### src/rtl/mul_pkg.sv
// Shared definitions for the HI/LO multiply controller: op encodings, FSM states, product width.
package mul_pkg;

  localparam int PROD_W = 64;

  // op = {acc_sub, acc_en, sign}
  localparam logic [2:0] OP_MULTU = 3'b000;
  localparam logic [2:0] OP_MULT  = 3'b001;
  localparam logic [2:0] OP_MADDU = 3'b010;
  localparam logic [2:0] OP_MADD  = 3'b011;
  localparam logic [2:0] OP_MSUBU = 3'b110;
  localparam logic [2:0] OP_MSUB  = 3'b111;

  typedef enum logic [1:0] {
    ST_IDLE = 2'd0,
    ST_CALC = 2'd1,
    ST_ACC  = 2'd2
  } state_t;

  function automatic logic op_signed(input logic [2:0] op);
    return op[0];
  endfunction

  function automatic logic op_acc_en(input logic [2:0] op);
    return op[1];
  endfunction

  function automatic logic op_acc_sub(input logic [2:0] op);
    return op[2];
  endfunction

endpackage

### src/rtl/my_mul.sv
// Combinational 32x32 multiplier producing a 64-bit product, signed or unsigned per 'sign'.
module my_mul (
  input  logic [31:0] a,
  input  logic [31:0] b,
  input  logic        sign,
  output logic [63:0] product
);

  logic [63:0] a_ext;
  logic [63:0] b_ext;

  // Low 64 bits of the extended product are correct for both signed and unsigned operands.
  assign a_ext   = {{32{sign & a[31]}}, a};
  assign b_ext   = {{32{sign & b[31]}}, b};
  assign product = a_ext * b_ext;

endmodule

### src/rtl/mul_hilo_ctrl.sv
// HI/LO multiply controller: IDLE -> CALC -> ACC with direct HI/LO writes and flush.
// Accumulate ops (MADD/MADDU/MSUB/MSUBU) are built only when MUL_HILO_ACC_EN is defined.
module mul_hilo_ctrl
  import mul_pkg::*;
#(
  parameter int W = 32
) (
  input  logic         clk,
  input  logic         rst,
  input  logic         start,
  input  logic [2:0]   op,
  input  logic [W-1:0] a,
  input  logic [W-1:0] b,
  input  logic         flush,
  input  logic [1:0]   hilo_we,
  input  logic [W-1:0] hilo_wdata,
  output logic         ready,
  output logic         busy,
  output logic         done,
  output logic [W-1:0] hi,
  output logic [W-1:0] lo
);

  state_t              state;
  logic [W-1:0]        a_q;
  logic [W-1:0]        b_q;
  logic [2:0]          op_q;
  logic [PROD_W-1:0]   prod_q;
  logic [PROD_W-1:0]   product;
  logic [PROD_W-1:0]   hilo_next;

  my_mul u_mul (
    .a       (a_q),
    .b       (b_q),
    .sign    (op_signed(op_q)),
    .product (product)
  );

  assign ready = (state == ST_IDLE) && !(|hilo_we);

`ifdef MUL_HILO_ACC_EN
  always_comb begin
    hilo_next = prod_q;
    if (op_acc_en(op_q)) begin
      hilo_next = op_acc_sub(op_q) ? ({hi, lo} - prod_q) : ({hi, lo} + prod_q);
    end
  end
`else
  logic unused_acc_bits;

  // Without accumulate support every op collapses to MULT/MULTU.
  assign unused_acc_bits = ^op_q[2:1];
  assign hilo_next       = prod_q;
`endif

  // Direct writes beat start in IDLE; flush and busy both mask direct writes.
  always_ff @(posedge clk) begin
    if (rst) begin
      state  <= ST_IDLE;
      a_q    <= '0;
      b_q    <= '0;
      op_q   <= '0;
      prod_q <= '0;
      hi     <= '0;
      lo     <= '0;
      busy   <= 1'b0;
      done   <= 1'b0;
    end else begin
      done <= 1'b0;
      case (state)
        ST_IDLE: begin
          if (!flush) begin
            if (|hilo_we) begin
              if (hilo_we[1]) hi <= hilo_wdata;
              if (hilo_we[0]) lo <= hilo_wdata;
            end else if (start) begin
              a_q   <= a;
              b_q   <= b;
              op_q  <= op;
              busy  <= 1'b1;
              state <= ST_CALC;
            end
          end
        end
        ST_CALC: begin
          if (flush) begin
            busy  <= 1'b0;
            state <= ST_IDLE;
          end else begin
            prod_q <= product;
            state  <= ST_ACC;
          end
        end
        ST_ACC: begin
          if (!flush) begin
            {hi, lo} <= hilo_next;
            done     <= 1'b1;
          end
          busy  <= 1'b0;
          state <= ST_IDLE;
        end
        default: begin
          busy  <= 1'b0;
          state <= ST_IDLE;
        end
      endcase
    end
  end

endmodule
### config.mk
export PLATFORM = sky130hd
export DESIGN_NAME = mul_hilo_ctrl
export DESIGN_NICKNAME = d
export VERILOG_FILES = /design/src/rtl/mul_pkg.sv /design/src/rtl/my_mul.sv /design/src/rtl/mul_hilo_ctrl.sv
export SDC_FILE = /design/constraint.sdc
export NUM_CORES = 2
export LEC_CHECK = 0
export BUFFER_PORTS_ARGS = -buffer_cell sky130_fd_sc_hd__clkbuf_2
export CAP_MARGIN = 30
export CORE_ASPECT_RATIO = 0.5
export CORE_MARGIN = 3
export CORE_UTILIZATION = 45
export DETAILED_ROUTE_END_ITERATION = 12
export GPL_TIMING_DRIVEN = 0
export PLACE_DENSITY = 0.71
export SLEW_MARGIN = 40
export SYNTH_ARGS = -nofsm -noshare
export SYNTH_HDL_FRONTEND = slang
export SYNTH_HIERARCHICAL = 1
export SYNTH_SLANG_ARGS = --single-unit
### constraint.sdc
create_clock -name clk -period 11.7 [get_ports clk]
set_clock_uncertainty 0.2 [all_clocks]
set_input_delay 2.34 -clock clk [delete_from_list [all_inputs] [get_ports clk]]
set_output_delay 2.34 -clock clk [all_outputs]
set_load 0.05 [all_outputs]
==> results.toml <==
[run_status]
status = "completed"

[sta]
fin_crit_sh_pct = 93.9
maxSlewHeadroom_pct = 33.2
setup_viol = 0
fin_crit_ns = 10.98
tns_ns = 0
max_slew.worst_pin.slew_ns = 1.00
clock.fmax_mhz = 91.0
rsz0062_at_grt = "no"
hold_viol = 0
holdWs_ns = 0.258
slew_violations = 0

[route]
drtPass1Iterations = 6
wire_per_inst_microns = 27.3
num_vias = 37138
drc = 0
vias_per_cell = 5.61
wl_microns = 181000
drt_iter0_drc = 3901
detail-route-antenna-nets = 0

[final_layout]
final_cell_area_sq_um = 49200
nFillCells = 9570
multiInputGateArea_sq_um = 36500
drive_gt1_share_pct = 7.06
area_delta_synth_final_pct = 7.36
final_cells = 6624
seq_area_sq_um = 3950
nets = 6698

[worst_hold_path]
min_path_type = "reg2reg"

[cts]
cts_setup_buffers = 0
cts_root_buf = "clkbuf_16"
htreeDepth = 4
cts_resized = 0
clk_latency_ns = 0.51
clkSlewWorstSetupHoldPaths_ns = 0.08
cts_tree = "yes"
ctsHoldBuffers = 0
numCtsBuffers = 17
cts.sinks = 197
cts_buffer_depth = 2

[grt]
grt_pass1_wl_microns = 264000
use_met3_pct = 12.9
use_met1_pct = 48.9
track_usage_pct = 35.0
use_met2_pct = 50.2
grt_max_degree = 25
grt_pass1_vias = 38794
grt_overflow_total = 0
grt_busiest_layer = "met2"
antenna_found_initial = 25

[worst_setup_path]
worstPathMaxFanout = 11
arrival_ns = 11.22
crit_required_ns = 11.94
critical_path_class = "reg2reg"
cp-end-kind = "register"
critPathMaxStageDelay_ns = 0.99
cpMostUsedCell = "fa_1"
reg2reg_slack_ns = 0.72
start_kind = "register"
cp_slowest_cell = "fa_2"

[die]
rows = 82
dieArea_sq_um = 106000
die_height_microns = 232
initial_utilization_pct = 45.6
ios = 172
coreArea_sq_um = 101000
fp.dieW_microns = 457

[yosys]
synth_most_common_cell = "fa_1"
netlist_instances = 5067
synth.top_cells.by_area = "fa_1 (49%), inv_1 (9.0%), dfxtp_1 (8.6%)"
synth_simple_gate_area_share_pct = 16.2
synth_fa_ha_area_share_pct = 54.9
ys_seq_elements = 197
synth_top_family_by_area = "adder cells"
synth_common_cells = "fa_1 (1125), inv_1 (1104), nand2_1 (953), and2_1 (358), clkbuf_1 (275)"
synth-xor-area-share_pct = 1.38
syn_nets = 6509
synthMuxAreaShare_pct = 1.44
syn_area_per_cell_sq_um = 9.04
yosysWarnings = 6
synth_top_area_share_pct = 49.1
ys_types = 68
synth_area_sq_um = 45800
synth_compound_area_share_pct = 5.69
synth_flop_cell = "dfxtp_1"
seq_area_frac_synth_pct = 8.61
async_flop_share_pct = 0
synth.largest_area_cell = "fa_1"
synth-edff-count = 0

[pwr]
leakagePower_nw = 23.7
peakVddDrop_mv = 0.0789
p_per_area_nw_per_um2 = 35.2

[placed_design]
dpl.hpwl_microns = 152000
routabilityCongestion = 1.06
place_area_sq_um = 48500
io_buffers = 168
dp_cells = 6581

[run]
drv_cap = 0
[path summary, 6_finish.rpt]
path | startpoint | cells after the start | to
max | op_q[0]$_SDFFE_PP0P_ | 28 | hilo_next[61]$_SDFFE_PP0P_
min | hilo_next[34]$_SDFFE_PP0P_ | 2 | hilo_next[34]$_SDFFE_PP0P_
max reg2reg | op_q[0]$_SDFFE_PP0P_ | 28 | hilo_next[61]$_SDFFE_PP0P_
min reg2reg | hilo_next[34]$_SDFFE_PP0P_ | 2 | hilo_next[34]$_SDFFE_PP0P_
[report_power, final]
group          leakage [nW]  internal [mW]  switching [mW]  total [mW]
combinational          21.8         0.0911           0.261       0.352
clock                 0.300          0.295           0.360       0.655
sequential             1.60          0.690          0.0324       0.723
[sequential cells by signal (all words and copies together) (netlist names)]
| register | flops |
|---|---|
| a_q | 32 |
| b_q | 32 |
| busy | 1 |
| done | 1 |
| hi | 32 |
| hilo_next | 64 |
| lo | 32 |
| op_q | 1 |
| state | 2 |
[cells by family after synthesis]
group / count (synthesis)
flip-flops: 197
buffers and inverters: 1409
multiplexers: 66
XOR/XNOR: 72
AO/OA/AOI/OAI: 397
AND/OR/NAND/NOR: 1589
adder cells (fa/ha/maj): 1337
[worst max-delay path: cells and delay by family (launching register included)]
family / cells / cell delay (ns)
DFF: 1 / 0.40
AOI/OAI and AO/OA: 4 / 1.66
adders and majority gates: 9 / 5.26
and+or+nand+nor: 8 / 1.29
buffers and inverters: 7 / 2.08
[layer usage]
| layer | vias to the layer above | wire [microns] |
|---|---|---|
| met5 | - | 68 |
| met4 | 10 | 6640 |
| met3 | 375 | 25800 |
| met2 | 2175 | 73800 |
| met1 | 19322 | 74600 |
| li1 | 15256 | - |
[placed cells by master, fill, tap and decap left out, drive strengths merged, types with 13 or more instances in the layout]
master and count:
xnor2 55, fa 1125, inv 1112, nand2 953
dfxtp 197, o21ai 35, and3 25, clkbuf 460
o21bai 13, nand2b 132, a21oi 188, and2 360
nor2 57, buf 32, ha 212, xor2 17
a21o 34, mux2i 66, a311oi 67
[layout make-up]
class | count | share of cell area (%)
antenna | 11 | 0.0560
buffer | 305 | 2.83
clock buffer | 17 | 0.865
clock inverter | 15 | 0.399
inverter | 1104 | 8.42
multi-input combinational | 3461 | 74.2
sequential | 197 | 8.03
tap | 1344 | 3.42
timing repair buffer | 170 | 1.79
[per-stage QoR]
step	setup WS [ns]	power, mW	util, %
after floorplan	3.44	0.914	-
after global placement	0.570	1.07	48.1
after detailed placement	1.09	1.07	48.2
after CTS	1.02	1.72	48.9
after global routing	0.419	1.77	48.9
final	0.716	1.73	48.9
Note: power is estimated with default switching activity, not from simulation.
